==> config.mk <==
export PLATFORM = sky130hd
export DESIGN_NAME = regfile_scoreboard
export DESIGN_NICKNAME = d
export VERILOG_FILES = /design/src/rtl/regfile_pkg.sv /design/src/rtl/pending_counter.sv /design/src/rtl/regfile_scoreboard.sv
export SDC_FILE = /design/constraint.sdc
export NUM_CORES = 2
export LEC_CHECK = 0
export ABC_AREA = 1
export CAP_MARGIN = 20
export CORE_UTILIZATION = 37
export CTS_CLUSTER_DIAMETER = 150
export DETAILED_ROUTE_END_ITERATION = 12
export PLACE_DENSITY = 0.56
export SLEW_MARGIN = 5
export SYNTH_ARGS = -nofsm -noshare
export SYNTH_HDL_FRONTEND = slang
export SYNTH_SLANG_ARGS = --single-unit
==> constraint.sdc <==
create_clock -name clock -period 52.8 [get_ports clock]
set_input_delay 13.2 -clock clock [delete_from_list [all_inputs] [get_ports clock]]
set_output_delay 13.2 -clock clock [all_outputs]
set_load 0.03 [all_outputs]
==> src/rtl/regfile_pkg.sv <==
// Shared constants for the scoreboarded register file: preset map, address-width
// helper and default pending-counter width.
package regfile_pkg;

  localparam int DEF_PEND_W = 2;

  localparam int R1_IDX  = 1;
  localparam int R2_IDX  = 2;
  localparam int R10_IDX = 10;

  localparam logic [31:0] R1_VAL  = 32'd3;
  localparam logic [31:0] R2_VAL  = 32'd5;
  localparam logic [31:0] R10_VAL = 32'h1001_0000;

  // Address bits needed for a register file of `depth` entries (minimum 1).
  function automatic int addr_width(input int depth);
    int w;
    w = 0;
    while ((1 << w) < depth) w++;
    return (w == 0) ? 1 : w;
  endfunction

  function automatic logic [31:0] preset_value(input int idx);
    case (idx)
      R1_IDX:  return R1_VAL;
      R2_IDX:  return R2_VAL;
      R10_IDX: return R10_VAL;
      default: return 32'd0;
    endcase
  endfunction

endpackage

==> src/rtl/pending_counter.sv <==
// Per-register in-flight write counter: saturating up/down with flush and an
// issue-ready indication that accounts for a same-cycle retiring write.
module pending_counter
  import regfile_pkg::*;
#(
  parameter int PEND_W = DEF_PEND_W
) (
  input  logic clock,
  input  logic clear,
  input  logic inc_i,
  input  logic dec_i,
  input  logic flush_i,
  output logic busy_o,
  output logic busy_after_dec_o,
  output logic ready_o
);

  localparam logic [PEND_W-1:0] MAX_COUNT = '1;

  logic [PEND_W-1:0] count_q, count_d;
  logic              inc_ok;

  assign ready_o          = (count_q != MAX_COUNT) || dec_i;
  assign inc_ok           = inc_i && ready_o;
  assign busy_o           = (count_q != '0);
  assign busy_after_dec_o = dec_i ? (count_q > PEND_W'(1)) : busy_o;

  always_comb begin
    // NOTE: default assignment first so every path drives count_d and no latch is inferred.
    count_d = count_q;
    if (flush_i) begin
      count_d = '0;
    end else if (inc_ok && !dec_i) begin
      count_d = count_q + PEND_W'(1);
    end else if (dec_i && !inc_ok && (count_q != '0)) begin
      count_d = count_q - PEND_W'(1);
    end
  end

  always_ff @(posedge clock or posedge clear) begin
    // NOTE: non-blocking assignments in clocked blocks keep register updates order-independent.
    if (clear) count_q <= '0;
    else       count_q <= count_d;
  end

endmodule

==> src/rtl/regfile_scoreboard.sv <==
// Register file with N combinational read ports, one write port, optional
// write-to-read bypass and a per-register pending-write scoreboard.
module regfile_scoreboard
  import regfile_pkg::*;
#(
  parameter int WIDTH    = 32,
  parameter int DEPTH    = 32,
  parameter int NUM_READ = 2,
  parameter int BYPASS   = 1,
  parameter int PEND_W   = DEF_PEND_W,
  parameter int PRESET   = 1,
  parameter int AW       = addr_width(DEPTH)
) (
  input  logic                      clock,
  input  logic                      clear,
  input  logic [NUM_READ*AW-1:0]    read_index,
  output logic [NUM_READ*WIDTH-1:0] read_data,
  output logic [NUM_READ-1:0]       read_pending,
  input  logic                      write,
  input  logic [AW-1:0]             write_index,
  input  logic [WIDTH-1:0]          write_data,
  input  logic                      issue,
  input  logic [AW-1:0]             issue_index,
  output logic                      issue_ready,
  input  logic                      flush,
  output logic                      pending_any
);

  logic [WIDTH-1:0] content_q [DEPTH];
  logic [DEPTH-1:0] busy_w, busy_after_w, ready_w;

  always_ff @(posedge clock or posedge clear) begin
    // NOTE: the storage array is reset explicitly because clear must restore zeros/presets.
    if (clear) begin
      for (int i = 0; i < DEPTH; i++)
        content_q[i] <= (PRESET != 0) ? WIDTH'(preset_value(i)) : '0;
    end else if (write && (write_index != '0)) begin
      content_q[write_index] <= write_data;
    end
  end

  // Register 0 carries no counter: never pending, always ready.
  assign busy_w[0]       = 1'b0;
  assign busy_after_w[0] = 1'b0;
  assign ready_w[0]      = 1'b1;

  for (genvar i = 1; i < DEPTH; i++) begin : g_cnt
    pending_counter #(.PEND_W(PEND_W)) u_cnt (
      .clock            (clock),
      .clear            (clear),
      .inc_i            (issue && (issue_index == AW'(i))),
      .dec_i            (write && (write_index == AW'(i))),
      .flush_i          (flush),
      .busy_o           (busy_w[i]),
      .busy_after_dec_o (busy_after_w[i]),
      .ready_o          (ready_w[i])
    );
  end

  assign issue_ready = ready_w[issue_index];
  assign pending_any = |busy_w;

  for (genvar k = 0; k < NUM_READ; k++) begin : g_rd
    logic [AW-1:0] idx;
    logic          hit;

    assign idx = read_index[k*AW +: AW];
    assign hit = (BYPASS != 0) && write && (write_index == idx);
    assign read_data[k*WIDTH +: WIDTH] = (idx == '0) ? '0 :
                                         hit         ? write_data : content_q[idx];
    assign read_pending[k] = hit ? busy_after_w[idx] : busy_w[idx];
  end

endmodule
==> summary.md <==
| Metric | Value |
|---|---|
| TritonCTS clock tree | `built` |
| Layout area overhead | `10.27%` |
| VDD IR max | `0.02786 mV` |
| Largest family of logic cells by synthesized area | `compound AO/OA/AOI/OAI gates` |
| Xor-xnor portion of the synthesized cell area | `less than 1%` |
| Skew-Pair Late Insertion Delay | `0.72 ns` |
| # nets final | `7917` |
| Complex-gate fraction of the synthesized area | `between 20% and 30%` |
| Least-Margin Pin Slew | `around 1.2 ns` |
| Clk slew on worst S/H paths | `0.06 ns` |
| Post-CTS Resized | `0` |
| DR vias/cell | `approximately 6` |
| H-Tree Depth | `3` |
| GR Util met3 | `under 10%` |
| PwrDens | `37.27 nW/um2` |
| Synth top area cells | `dfrtp_1, o21ai_0, nand2_1` |
| Final hold violation count | `0` |
| Layout cell share with drive strength beyond 1 | `5.540%` |
| First drt pass iteration count | `8` |
| Detailed Place HPWL | `148700 um` |
| Largest net degree at the start of global routing | `182` |
| Io pins | `~130` |
| Routed wire per std cell | `around 27 um` |
| Post-synthesis mux area share | `0%` |
| Post-synth EDFFs | `0` |
| Die Y | `a little over 400 um` |
| Gr usage total | `32.14%` |
| Status | `complete, no violations` |
| Kind of end point of the critical path | `output port` |
| Final Skew | `0.007127 ns` |
| Top-area cell type share of the netlist area | `44.28%` |
| Total clock sinks | `between 1000 and 1500` |
| Critical Path RT | `roughly 40 ns` |
| Mapped Cells | `8155` |
| Count leader, synth | `nand2_1` |
| First-pass GRT wire length | `roughly 400000 um` |
| Fin Setup TNS | `0 ns` |
| Top post-synthesis cells by count | `nand2_1, o21ai_0, dfrtp_1, a21oi_1, inv_1` |
| Clock root buffer | `clkbuf_16` |
| RSZ-0062 raised after global routing | `no` |
| Hold_buf cts | `0` |
| Slew Limit Fails | `0` |
| # port buffers | `~120` |
| Initial DRC count | `8720` |
| Max_cap viols | `0` |
| Endpoints failing setup | `0` |
| Most Used Layer, Global Route | `met2` |
| Max-slew headroom | `between 10% and 20%` |
| Final Cycle Share | `between 60% and 70%` |
| Post-synthesis cell area | `61030 um2` |
| Core area | `around 160000 um2` |
| Placement Rows | `148` |
| Worst Hold Class | `flop to flop` |
| Die Width | `between 400 and 500 um` |
| Synthesized flop and latch total | `roughly 1100` |
| Adder-Cell Fraction of Synth Area | `approximately 1.9%` |
| Final ANT Viol Nets | `0` |
| Setup CP Type | `input port to output port` |
| Area after DPL | `roughly 63000 um2` |
| GPL Wtd Cong | `between 0.9 and 1` |
| Critical-path maximum fanout | `80` |
| YS warnings | `0` |
| Yosys cell types | `between 40 and 50` |
| Final routed DRC violation total | `0` |
| Minimum clock period | `31.82 ns` |
| Top cell type by total area after synthesis | `dfrtp_1` |
| Simple logic cell fraction of the synthesized area | `roughly 18%` |
| Synth Area per Inst | `7.484 um2` |
| Post-CTS Setup Inserts | `0` |
| Starting Density | `between 30 and 40%` |
| Hold Worst Slack | `0.3847 ns` |
| Met2 Resource Use GR | `around half` |
| Cell area after layout | `slightly below 70000 um2` |
| Syn Nets | `8305` |
| Crit path DAT | `around 19 ns` |
| LEAKAGE | `between 20 and 30 nW` |
| Die area | `166600 um2` |
| Met1 Use GR | `between 40% and 50%` |
| Asr flop ratio synth | `between 90% and 100%` |
| Tot Pwr | `between 2 and 3 mW` |
| Register area share after synthesis | `44.54%` |
| TritonCTS buffer count | `120` |
| CP startpoint kind | `input port` |
| Routed vias | `around 60000` |
| Number of global-route vias before repair | `~56000` |
| Main synth FF type | `dfrtp_1` |
| Initial antenna violation count | `9` |
| Grt ovf | `0` |
| Total wire length | `273800 um` |
| Maximum buffer depth of the clock tree | `3` |
| Fmax | `about 31 MHz` |
-- layer usage --
layer | vias up | wire length [um]
met1 | 29210 | 108800
li1 | 26820 | -
met2 | 3886 | 117100
met5 | - | 69
met4 | 10 | 15430
met3 | 795 | 32370
-- where the power goes --
group	switching [mW]	total [mW]	internal, mW
Sequential	0.0972	1.09	0.993
Combinational	0.354	0.527	0.173
Clock	0.375	0.891	0.516
-- final cells by class --
type / instances / area, um2
clock inverters: 47 / 570.5
flip-flops and latches: 1086 / 27180
clock buffers: 178 / 3542
repair buffers: 242 / 2228
multi-input cells: 5653 / 28500
diodes: 2 / 5.005
fillers: 16630 / 96030
well taps: 2175 / 2721
inverters: 664 / 2544
-- cell families after synthesis --
family	after synthesis
AOI/OAI and AO/OA	2859
and+or+nand+nor	2669
buffers and inverters	1416
DFF	1086
adders and majority gates	93
xor gates and xnor gates	32
-- worst max-delay path: stages --
cell,delay (ns)
buf_6,0.22
inv_6,0.51
nand2_8,0.64
inv_6,0.89
buf_4,0.93
a22oi_1,0.13
o21ai_0,0.13
nand2_1,0.07
nand2_1,0.10
nor2_1,0.06
nand2_1,0.07
nand3_1,0.10
a21oi_1,0.67
clkdlybuf4s50_1,0.81
-- final timing paths --
path                       cells after the start                              startpoint  slack, ns                                     end
hold reg to reg                                0              content_q[998]$_DFFE_PP0P_       0.38              content_q[998]$_DFFE_PP0P_
hold / removal                                 0              content_q[998]$_DFFE_PP0P_       0.38              content_q[998]$_DFFE_PP0P_
setup / recovery                              14                           read_index[6]      20.98                           read_data[52]
max in group asynchronous                      7                                   clear      36.15              content_q[997]$_DFFE_PP0P_
min in group asynchronous                      2                                   clear      13.01              content_q[191]$_DFFE_PP0P_
setup reg to reg                               8  g_cnt[31].u_cnt.count_q[0]$_DFFE_PP0P_      51.14  g_cnt[31].u_cnt.count_q[0]$_DFFE_PP0P_
-- flip-flops by register name, indices dropped and copies added (netlist names) --
signal / count
content_q: 1024
g_cnt.u_cnt.count_q: 62
-- per-stage QoR --
step | worst slack (ns) | cells | utilization (%)
after floorplan | 9.036 | 8155 | -
final | 20.98 | 10050 | 41.20
after global routing | 20.86 | 10050 | 41.20
after detailed placement | 21.11 | 9818 | 38.65
after global placement | 21.14 | 9818 | 38.65
after CTS | 21.13 | 10040 | 41.17
-- placed cells by master, fill, tap and decap left out, types with 4 or more instances in the layout --
| cell type | count |
|---|---|
| nor2_4 | 22 |
| nor2_2 | 6 |
| clkdlybuf4s50_1 | 114 |
| clkbuf_1 | 27 |
| dfrtp_1 | 1080 |
| o21ai_0 | 1541 |
| inv_6 | 8 |
| clkbuf_16 | 121 |
| o221ai_1 | 92 |
| o22ai_1 | 48 |
| inv_1 | 630 |
| nand4_1 | 102 |
| nand3_1 | 427 |
| nand3_2 | 8 |
| a221oi_1 | 4 |
| bufinv_16 | 11 |
| ha_1 | 93 |
| o21ai_1 | 117 |
| inv_2 | 21 |
| dfstp_2 | 6 |
| a21oi_1 | 655 |
| buf_12 | 5 |
| nor2_1 | 320 |
| a22oi_1 | 101 |
| clkinv_2 | 28 |
| a211oi_1 | 4 |
| clkbuf_8 | 30 |
| o2111ai_1 | 41 |
| xnor2_1 | 31 |
| nand2_4 | 16 |
| buf_4 | 115 |
| a31oi_1 | 4 |
| o211ai_1 | 245 |
| nand2_1 | 1747 |
| nand2_2 | 6 |
Note: power is estimated with default switching activity, not from simulation.
